<file path="config.mk">
export PLATFORM = sky130hd
export DESIGN_NAME = iter_div
export DESIGN_NICKNAME = d
export VERILOG_FILES = /design/src/rtl/iter_div.sv
export SDC_FILE = /design/constraint.sdc
export NUM_CORES = 1
export LEC_CHECK = 0
export BUFFER_PORTS_ARGS = -buffer_cell sky130_fd_sc_hd__buf_4
export CAP_MARGIN = 20
export CORE_ASPECT_RATIO = 1.5
export CORE_MARGIN = 2
export CORE_UTILIZATION = 60
export DETAILED_ROUTE_END_ITERATION = 10
export PLACE_DENSITY = 0.91
export SYNTH_ARGS = -nofsm -noshare
export SYNTH_HDL_FRONTEND = slang
export SYNTH_SLANG_ARGS = --single-unit
export TNS_END_PERCENT = 50
</file>
<file path="constraint.sdc">
create_clock -name clk -period 5.7 [get_ports clk]
set_input_delay 0.285 -clock clk [delete_from_list [all_inputs] [get_ports clk]]
set_output_delay 0.285 -clock clk [all_outputs]
set_load 0.005 [all_outputs]
</file>
<file path="src/rtl/iter_div.sv">
`default_nettype none
// ============================================================================
//  Module   : iter_div
//  Purpose  : Multi-cycle iterative restoring divider for DIV/DIVU/REM/REMU.
//             Operands enter through a valid/ready handshake. The quotient
//             and remainder leave through a second valid/ready handshake.
//             One quotient bit is produced per cycle, MSB first, using a
//             single DATA_WIDTH+1-bit subtractor. Its borrow decides each bit.
//  Ports    : clk, rst_n (synchronous, active low)
//             in_valid / in_ready          - operand handshake
//             dividend, divisor, is_signed - operands and signedness
//             out_valid / out_ready        - result handshake
//             quotient, remainder          - results (truncating division)
//             div_by_zero                  - divisor was zero
//  Options  : `define ITER_DIV_EARLY_OUT_EN to skip the iterations when
//             |divisor| > |dividend|. The result is then ready one cycle
//             after accept.
//  Revision : 1.0 - initial release
// ============================================================================
module iter_div #(
    parameter int DATA_WIDTH = 32,
    parameter int CNT_W      = $clog2(DATA_WIDTH) + 1
) (
    input  logic                  clk,
    input  logic                  rst_n,
    input  logic                  in_valid,
    output logic                  in_ready,
    input  logic [DATA_WIDTH-1:0] dividend,
    input  logic [DATA_WIDTH-1:0] divisor,
    input  logic                  is_signed,
    output logic                  out_valid,
    input  logic                  out_ready,
    output logic [DATA_WIDTH-1:0] quotient,
    output logic [DATA_WIDTH-1:0] remainder,
    output logic                  div_by_zero
);

    localparam logic [1:0] c_s_idle = 2'd0;
    localparam logic [1:0] c_s_calc = 2'd1;
    localparam logic [1:0] c_s_done = 2'd2;

    localparam logic [CNT_W-1:0] c_cnt_load = CNT_W'(DATA_WIDTH);

    logic [1:0]            r_state;
    logic [CNT_W-1:0]      r_cnt;
    logic [DATA_WIDTH-1:0] r_rem;       // partial remainder
    logic [DATA_WIDTH-1:0] r_q;         // dividend bits shifting out, quotient bits shifting in
    logic [DATA_WIDTH-1:0] r_dvsr;      // divisor magnitude
    logic                  r_sign_q;
    logic                  r_sign_r;
    logic                  r_out_valid;
    logic [DATA_WIDTH-1:0] r_quotient;
    logic [DATA_WIDTH-1:0] r_remainder;
    logic                  r_dbz;

    logic [DATA_WIDTH-1:0] w_dvd_mag;
    logic [DATA_WIDTH-1:0] w_dvs_mag;
    logic                  w_dvd_neg;
    logic                  w_dvs_neg;
    logic [DATA_WIDTH:0]   w_shift;
    logic [DATA_WIDTH:0]   w_trial;
    logic                  w_borrow;

    assign w_dvd_neg = is_signed && dividend[DATA_WIDTH-1];
    assign w_dvs_neg = is_signed && divisor[DATA_WIDTH-1];

    // The most negative value maps onto its own bit pattern. Read as an
    // unsigned magnitude, that pattern is the correct value 2^(W-1).
    assign w_dvd_mag = w_dvd_neg ? (~dividend + 1'b1) : dividend;
    assign w_dvs_mag = w_dvs_neg ? (~divisor + 1'b1) : divisor;

    // The shifted value is kept one bit wider than the operands. The top
    // bit of the difference is then a true borrow for every divisor magnitude.
    assign w_shift  = {r_rem, r_q[DATA_WIDTH-1]};
    assign w_trial  = w_shift - {1'b0, r_dvsr};
    assign w_borrow = w_trial[DATA_WIDTH];

    assign in_ready    = rst_n && (r_state == c_s_idle);
    assign out_valid   = r_out_valid;
    assign quotient    = r_quotient;
    assign remainder   = r_remainder;
    assign div_by_zero = r_dbz;

    always_ff @(posedge clk) begin
        if (!rst_n) begin
            r_state     <= c_s_idle;
            r_cnt       <= '0;
            r_out_valid <= 1'b0;
            r_quotient  <= '0;
            r_remainder <= '0;
            r_dbz       <= 1'b0;
        end else begin
            case (r_state)
                c_s_idle: begin
                    if (in_valid) begin
                        r_sign_q <= w_dvd_neg ^ w_dvs_neg;
                        r_sign_r <= w_dvd_neg;
                        if (divisor == '0) begin
                            r_quotient  <= '1;
                            r_remainder <= dividend;
                            r_dbz       <= 1'b1;
                            r_out_valid <= 1'b1;
                            r_state     <= c_s_done;
                        end
`ifdef ITER_DIV_EARLY_OUT_EN
                        else if (w_dvs_mag > w_dvd_mag) begin
                            // |divisor| > |dividend|: the quotient is zero
                            // and the dividend is already the remainder.
                            r_quotient  <= '0;
                            r_remainder <= dividend;
                            r_dbz       <= 1'b0;
                            r_out_valid <= 1'b1;
                            r_state     <= c_s_done;
                        end
`endif
                        else begin
                            r_rem   <= '0;
                            r_q     <= w_dvd_mag;
                            r_dvsr  <= w_dvs_mag;
                            r_cnt   <= c_cnt_load;
                            r_state <= c_s_calc;
                        end
                    end
                end

                c_s_calc: begin
                    if (r_cnt != '0) begin
                        // One quotient bit per cycle. The partial remainder
                        // is restored when the trial subtraction borrows.
                        r_rem <= w_borrow ? w_shift[DATA_WIDTH-1:0]
                                          : w_trial[DATA_WIDTH-1:0];
                        r_q   <= {r_q[DATA_WIDTH-2:0], ~w_borrow};
                        r_cnt <= r_cnt - 1'b1;
                    end else begin
                        // All bits are resolved. Apply the signs and present
                        // the result. This cycle gives the fixed W+1 latency.
                        r_quotient  <= r_sign_q ? (~r_q + 1'b1) : r_q;
                        r_remainder <= r_sign_r ? (~r_rem + 1'b1) : r_rem;
                        r_dbz       <= 1'b0;
                        r_out_valid <= 1'b1;
                        r_state     <= c_s_done;
                    end
                end

                c_s_done: begin
                    if (out_ready) begin
                        r_out_valid <= 1'b0;
                        r_state     <= c_s_idle;
                    end
                end

                default: begin
                    r_out_valid <= 1'b0;
                    r_state     <= c_s_idle;
                end
            endcase
        end
    end

endmodule
`default_nettype wire

</file>
==> impl_metrics.csv, run 1 <==
group,metric,value,unit
synthesis,synthAdderAreaFrac,0.04460,
timing,setup_viol,0,
global_routing,grt_pass1_vias,9338,
clock_network,cts.clk_slew.worst_paths,0.07,ns
timing,final_max_slew_viol_count,0,
setup_path,regToRegSetupSlack,1.32,ns
clock_network,cts-hold-fix-buffers,0,
synthesis,synth_compound_area_frac,0.2178,
timing,fmax,228.2,MHz
layout,fin_nets,1453,
global_routing,grt_max_degree,125,
layout,finalInstanceArea,12860,µm²
layout,diodes,0,
synthesis,yosysSeqAreaShare,0.3982,
clock_network,ctsResizeCount,0,
synthesis,syn_area,11110,µm²
global_routing,grt_pass1_wl,43540,µm
global_routing,met2_usage,0.5023,
timing,slew-limit-headroom,0.2701,
power,power.total,0.003796,W
timing,rsz0062_at_grt,"false",
power,power.ir.vdd_worst,0.2332,mV
global_routing,top_usage_layer,"met2",
min_path,hold_class,"in -> reg",
clock_network,cts_max_level,4,
setup_path,start_kind,"register",
layout,layout-drive-gt1-share,0.1583,
synthesis,synth_top_family_by_area,"compound AO/OA/AOI/OAI gates",
synthesis,yosys_warnings,0,
global_routing,gr-usage-all-layers,0.2756,
clock_network,cts_tree,"yes",
die,dieWidth,115.1,µm
timing,hold_violations,0,
drt,first_pass_iters,8,
drt,drt_wl_total,27610,µm
timing,fin_skew,0.01343,ns
clock_network,clock_latency,0.43,ns
die,ioPinCount,136,
synthesis,synth_edf_count,98,
die,core.rowCount,61,
setup_path,endpoint,"r_rem[15]",
run,max-cap-violations,0,
synthesis,async_reset_ff_frac,0,
die,start_util,0.6065,
setup_path,required,5.92,ns
layout,nFillCells,1356,
layout,syn_to_final_growth,15.73,%
synthesis,synth-main-ff-cell,"edfxtp_1",
clock_network,post-cts-setup-buffer-count,0,
drt,drtIter0Drc,913,
global_routing,use_met3,0.04074,
drt,drcViolationCount,0,
setup_path,end_kind,"register",
setup_path,r2r_start,"r_q[31]",
synthesis,syn_nets,1355,
synthesis,avgSynthCellArea,8.909,µm²
timing,whs,0.06203,ns
setup_path,crit_start,"r_q[31]",
global_routing,grt_use_met1,0.3057,
drt,via_count,9902,
power,p_leak,5.018,nW
power,power_density,295.2,nW/µm²
timing,tightest_slew,1.095,ns
synthesis,synthXorXnorAreaFrac,0.1159,
placed_design,place_area,12220,µm²
global_routing,grt_antenna_before_repair,0,
drt,ant_nets,0,
placed_design,io_buffers,135,
die,fp.coreArea,18320,µm²
setup_path,critPathMaxFanout,23,
setup_path,r2r_end,"r_rem[15]",
setup_path,crit_type,"reg -> reg",
synthesis,synthMuxAreaShare,0.02095,
timing,tns,0,ns
setup_path,cp.arrival,4.60,ns
clock_network,cts-buffers-inserted,17,
timing,fin_crit_sh,0.7688,
synthesis,synth-seq-cells,172,
global_routing,grt_overflow,0,
setup_path,rr_worst_depth,13,
drt,via_per_inst,6.275,
synthesis,syn_inst,1247,
clock_network,cts_sinks,172,
placed_design,place_hpwl,20260,µm
clock_network,clock_path_buffers,2,
synthesis,synth_simple_gate_area_share,0.1617,
timing,fin_crit,4.382,ns
clock_network,root_buffer,"clkbuf_16",
status,outcome,"completed",
synthesis,synth.distinct_cells,57,
layout,fin_util,0.7019,
die,die_y,170.7,µm
drt,avgRoutedWirePerCell,17.50,µm
die,die-area,19640,µm²
placed_design,gp_congestion,0.9403,
routing by layer:
layer | wire length, µm | part of all wire
met3 | 1668 | 0.060
met1 | 10300 | 0.37
met2 | 14460 | 0.52
met5 | 0 | 0
met4 | 1183 | 0.043
critical path, stage by stage, from the launching register on:
cell and delay [ns]:
edfxtp_1 0.37, inv_1 0.06, ha_1 0.22, fa_1 0.41, nand2b_1 0.19, a21oi_1 0.22, o211ai_1 0.16, a211oi_1 0.54
or2_2 0.24, a41oi_1 0.17, xnor2_2 0.70, buf_4 0.47, nor2_1 0.11, a211oi_1 0.31
where the power goes:
part           total, W  switching (W)  internal (W)
Sequential      0.00158       0.000117       0.00146
Clock           0.00121       0.000513      0.000696
Combinational   0.00101       0.000576      0.000432
Total           0.00380        0.00121       0.00259
layout make-up:
cell class / count / area (µm²) / area share
clock buffers: 20 / 467.9 / 0.03640
flip-flops and latches: 172 / 4424 / 0.3441
clock inverters: 12 / 147.6 / 0.01148
multi-input cells: 956 / 6254 / 0.4864
well taps: 220 / 275.3 / 0.02141
repair buffers: 142 / 1079 / 0.08388
inverters: 56 / 210.2 / 0.01635
cells by family (layout without fill, tap and decap cells):
logic type / count (synthesis) / in the layout
and+or+nand+nor: 383 / 383
AOI/OAI and AO/OA: 364 / 364
DFF: 172 / 172
xor gates and xnor gates: 147 / 147
buffers and inverters: 119 / 230
adders and majority gates: 39 / 39
muxes: 23 / 23
cells in the mapped netlist (3+ instances only):
master | instances | share of area
a211oi_1 | 15 | 0.010
a21boi_0 | 25 | 0.017
a21o_1 | 14 | 0.0095
a21oi_1 | 79 | 0.036
a311oi_1 | 3 | 0.0024
a31oi_1 | 10 | 0.0056
and2_1 | 9 | 0.0051
and3_1 | 5 | 0.0028
buf_2 | 5 | 0.0023
clkbuf_1 | 57 | 0.019
dfxtp_1 | 74 | 0.13
edfxtp_1 | 98 | 0.26
ha_1 | 38 | 0.043
inv_1 | 56 | 0.019
mux2i_1 | 21 | 0.019
nand2_1 | 152 | 0.051
nand2b_1 | 11 | 0.0062
nand3_1 | 13 | 0.0059
nand4_1 | 8 | 0.0045
nor2_1 | 101 | 0.034
nor2b_1 | 15 | 0.0084
nor3_1 | 10 | 0.0045
nor4_1 | 17 | 0.0096
o211a_1 | 3 | 0.0027
o211ai_1 | 25 | 0.017
o21a_1 | 3 | 0.0020
o21ai_0 | 100 | 0.045
o21bai_1 | 4 | 0.0027
o221a_2 | 23 | 0.023
o22ai_1 | 3 | 0.0017
o31a_1 | 5 | 0.0039
o31ai_1 | 28 | 0.019
o41ai_1 | 14 | 0.011
or2_2 | 4 | 0.0023
or3_1 | 10 | 0.0056
or4_1 | 14 | 0.0095
or4_4 | 5 | 0.0051
xnor2_1 | 75 | 0.059
xor2_1 | 72 | 0.057
registers in the layout, indices dropped and copies added, names as in the netlist:
name	cells
r_rem	32
r_q	32
r_state	2
quotient	32
r_dvsr	32
r_sign_r	1
div_by_zero	1
r_sign_q	1
r_cnt	6
remainder	32
out_valid	1
metrics by stage:
| stage | worst slack [ns] | instances |
|---|---|---|
| after global routing | 1.129 | 1578 |
| after floorplan | 2.453 | 1247 |
| after global placement | 1.648 | 1545 |
| after detailed placement | 1.473 | 1545 |
| after CTS | 1.433 | 1577 |
| final | 1.318 | 1578 |
how the worst min path moves through the flow:
stage / start / to / depth (start not counted)
6_report: divisor[0] / r_dvsr[0] / 1
5_1_grt: divisor[0] / r_dvsr[0] / 1
4_1_cts: divisor[0] / r_dvsr[0] / 1
3_5_place_dp: remainder[5] / remainder[5] / 2
3_3_place_gp: remainder[5] / remainder[5] / 2
2_1_floorplan: divisor[0] / r_dvsr[0] / 0
placed cells by master, fill, tap and decap left out, drive strengths merged, types with 25 or more instances in the layout:
| cell | count |
|---|---|
| ha | 38 |
| nand2 | 152 |
| o211ai | 25 |
| xor2 | 72 |
| buf | 142 |
| dfxtp | 74 |
| xnor2 | 75 |
| a21boi | 25 |
| nor2 | 101 |
| a21oi | 79 |
| inv | 62 |
| edfxtp | 98 |
| o21ai | 101 |
| o31ai | 29 |
(Power assumes the default switching activity.)
==> run 2: changes to the inputs <==
--- a/config.mk
+++ b/config.mk
@@ -9,9 +9,9 @@
 export CAP_MARGIN = 20
 export CORE_ASPECT_RATIO = 1.5
 export CORE_MARGIN = 2
-export CORE_UTILIZATION = 60
+export CORE_UTILIZATION = 59
 export DETAILED_ROUTE_END_ITERATION = 10
-export PLACE_DENSITY = 0.91
+export PLACE_DENSITY = 0.9
 export SYNTH_ARGS = -nofsm -noshare
 export SYNTH_HDL_FRONTEND = slang
 export SYNTH_SLANG_ARGS = --single-unit
==> constraint.sdc (replaced) <==
create_clock -name clk -period 4.6 [get_ports clk]
set_input_delay 0.23 -clock clk [delete_from_list [all_inputs] [get_ports clk]]
set_output_delay 0.23 -clock clk [all_outputs]
set_load 0.005 [all_outputs]
==> run 2 against run 1 <==
  * First-iteration DRC count is 9.0% lower
  * Sequential power is 24% higher
  * Count of clock-buffer cells in the layout is 2 lower
  * Cell area hardly changed
  * Global-route usage is 0.091 points lower
  * Clock skew is 0.0045 ns lower
  * Critical path depth stayed put
  * Die area is 1.6% higher
  * Worst hold slack worse by 0.036 ns
  * Combinational power is 23% higher
  * Critical path type unchanged
  * Largest power group unchanged
==> impl_metrics.csv, run 2 (same netlist as run 1, synthesis figures left out) <==
group,metric,value,unit
setup_path,required,4.78,ns
drt,drtIter0Drc,831,
die,ioPinCount,136,
clock_network,clock_latency,0.44,ns
global_routing,gr-usage-all-layers,0.2746,
setup_path,rr_worst_depth,13,
power,power_frac_clock,0.300,
power,swShare,0.3261,
clock_network,cts.clk_slew.worst_paths,0.06,ns
drt,drcViolationCount,0,
drt,drt_wl_total,27240,µm
die,fp.coreArea,18470,µm²
setup_path,start_kind,"register",
power,power.ir.vdd_worst,0.2991,mV
placed_design,place_hpwl,20510,µm
clock_network,clock_path_buffers,2,
setup_path,end_kind,"register",
drt,via_count,9735,
die,dieWidth,116.0,µm
timing,tns,0,ns
setup_path,cp_slowest_cell,"a211oi_1",
timing,slew-limit-headroom,0.3775,
drt,ant_nets,0,
clock_network,cts-buffers-inserted,17,
global_routing,grt_antenna_before_repair,0,
timing,fin_skew,0.008980,ns
setup_path,critPathTopFamily,"compound AO/OA/AOI/OAI gates",
layout,layout-drive-gt1-share,0.1602,
timing,fin_crit_sh,0.8523,
setup_path,crit_chain,"inv_1 > ha_1 > fa_1 > nand2b_1 > a21oi_1 > o211ai_1 > a211oi_1 > or2_2 > a41oi_1 > xnor2_2 > buf_4 > mux2i_1 > nor2_1",
layout,final_common_cell,"nand2_1",
die,start_util,0.6015,
setup_path,r2r_end,"r_rem[10]",
timing,final_max_slew_viol_count,0,
power,p_int,0.003080,W
die,die_y,172.1,µm
timing,tightest_slew,0.9338,ns
clock_network,ctsResizeCount,0,
setup_path,critPathMaxFanout,40,
setup_path,cp.arrival,4.10,ns
setup_path,crit_type,"reg -> reg",
die,die-area,19970,µm²
timing,hold_violations,0,
layout,mostFrequentLayoutCells,"152 x nand2_1, 145 x buf_4, 101 x nor2_1",
drt,avgRoutedWirePerCell,16.89,µm
setup_path,cp.depth,13,
min_path,hp-start,"divisor[0]",
global_routing,grt_pass1_vias,9073,
status,outcome,"completed",
power,power_switching,0.001490,W
timing,fmax,255.1,MHz
setup_path,path_buf_inv,2,
clock_network,root_buffer,"clkbuf_16",
drt,via_per_inst,6.035,
placed_design,io_buffers,135,
power,p_seq_frac,0.428,
clock_network,cts_tree,"yes",
timing,fin_crit,3.921,ns
power,p_leak,5.007,nW
global_routing,grt_overflow,0,
drt,first_pass_iters,5,
global_routing,grt_pass1_wl,43390,µm
clock_network,cts_sinks,172,
run,max-cap-violations,0,
layout,fin_nets,1456,
layout,syn_to_final_growth,15.67,%
setup_path,r2r_start,"r_q[31]",
layout,diodes,0,
layout,fin_util,0.6957,
power,power_density,355.6,nW/µm²
min_path,holdPathEnd,"r_dvsr[0]",
die,core.rowCount,61,
clock_network,cts_max_level,4,
setup_path,slowest_delay,0.54,ns
timing,setup_viol,0,
setup_path,regToRegSetupSlack,0.68,ns
min_path,hold_class,"in -> reg",
clock_network,post-cts-setup-buffer-count,0,
placed_design,gp_congestion,0.9486,
global_routing,grt_max_degree,80,
power,power_frac_comb,0.272,
timing,rsz0062_at_grt,"false",
clock_network,cts-hold-fix-buffers,0,
min_path,hold_path_depth,1,
==> run 2: cell types whose count changed in the layout (fill, tap and decap cells not counted) <==
cell / change
buf_12: -1
buf_4: +4
bufinv_16: -2
clkbuf_1: -1
clkbuf_8: -1
clkinv_1: +1
clkinv_2: +2
inv_4: +1
==> run 2: worst reg2reg max path, stage by stage (launching register included) <==
cell,delay (ns)
edfxtp_1,0.46
inv_1,0.09
ha_1,0.24
fa_1,0.41
nand2b_1,0.18
a21oi_1,0.18
o211ai_1,0.15
a211oi_1,0.54
or2_2,0.24
a41oi_1,0.18
xnor2_2,0.17
buf_4,0.47
mux2i_1,0.31
nor2_1,0.07
==> run 2: worst max-delay path by stage <==
stage / start / to / slack [ns]
after floorplan: r_q[31] / r_rem[20] / 1.35
after global placement: r_q[31] / r_rem[0] / 0.86
after detailed placement: r_q[31] / r_rem[1] / 0.76
after CTS: r_q[31] / r_rem[10] / 0.71
after global routing: r_q[31] / r_rem[1] / 0.44
final: r_q[31] / r_rem[10] / 0.68
==> run 2: through the flow <==
| stage | total power (W) | hold slack (ns) | instances | area, µm² | worst slack, ns |
|---|---|---|---|---|---|
| 4_1_cts | 0.004556 | 0.01688 | 1613 | 12850 | 0.7079 |
| 2_1_floorplan | 0.002820 | 0.3289 | 1247 | 11110 | 1.353 |
| 3_5_place_dp | 0.003201 | 0.4662 | 1581 | 12290 | 0.7565 |
| 6_report | 0.004570 | 0.02579 | 1613 | 12850 | 0.6792 |
| 5_1_grt | 0.004774 | 0.02152 | 1613 | 12850 | 0.4423 |
| 3_3_place_gp | 0.003153 | 0.4513 | 1581 | 12290 | 0.8612 |
==> run 2: cell type report <==
type	count	area [µm²]
clock buffer	18	450.4
clock inverter	14	107.6
fill	1444	5620
inverter	56	210.2
multi-input combinational	956	6254
sequential	172	4424
tap	252	315.3
timing repair buffer	145	1089
==> run 2: power groups by stage <==
stage	Clock, W	Sequential (W)	Combinational, W
after detailed placement	0	0.00199	0.00122
after global routing	0.00143	0.00197	0.00137
after floorplan	0	0.00194	0.000876
after global placement	0	0.00198	0.00118
final	0.00137	0.00196	0.00124
after CTS	0.00138	0.00195	0.00123
==> run 2: metal layers <==
layer / track usage / vias up / wire [µm]
met5: 0 / - / 0
met4: 0.1237 / 0 / 883
met3: 0.03435 / 62 / 1462
met2: 0.5116 / 367 / 14480
met1: 0.3083 / 4574 / 10420
li1: - / 4732 / -
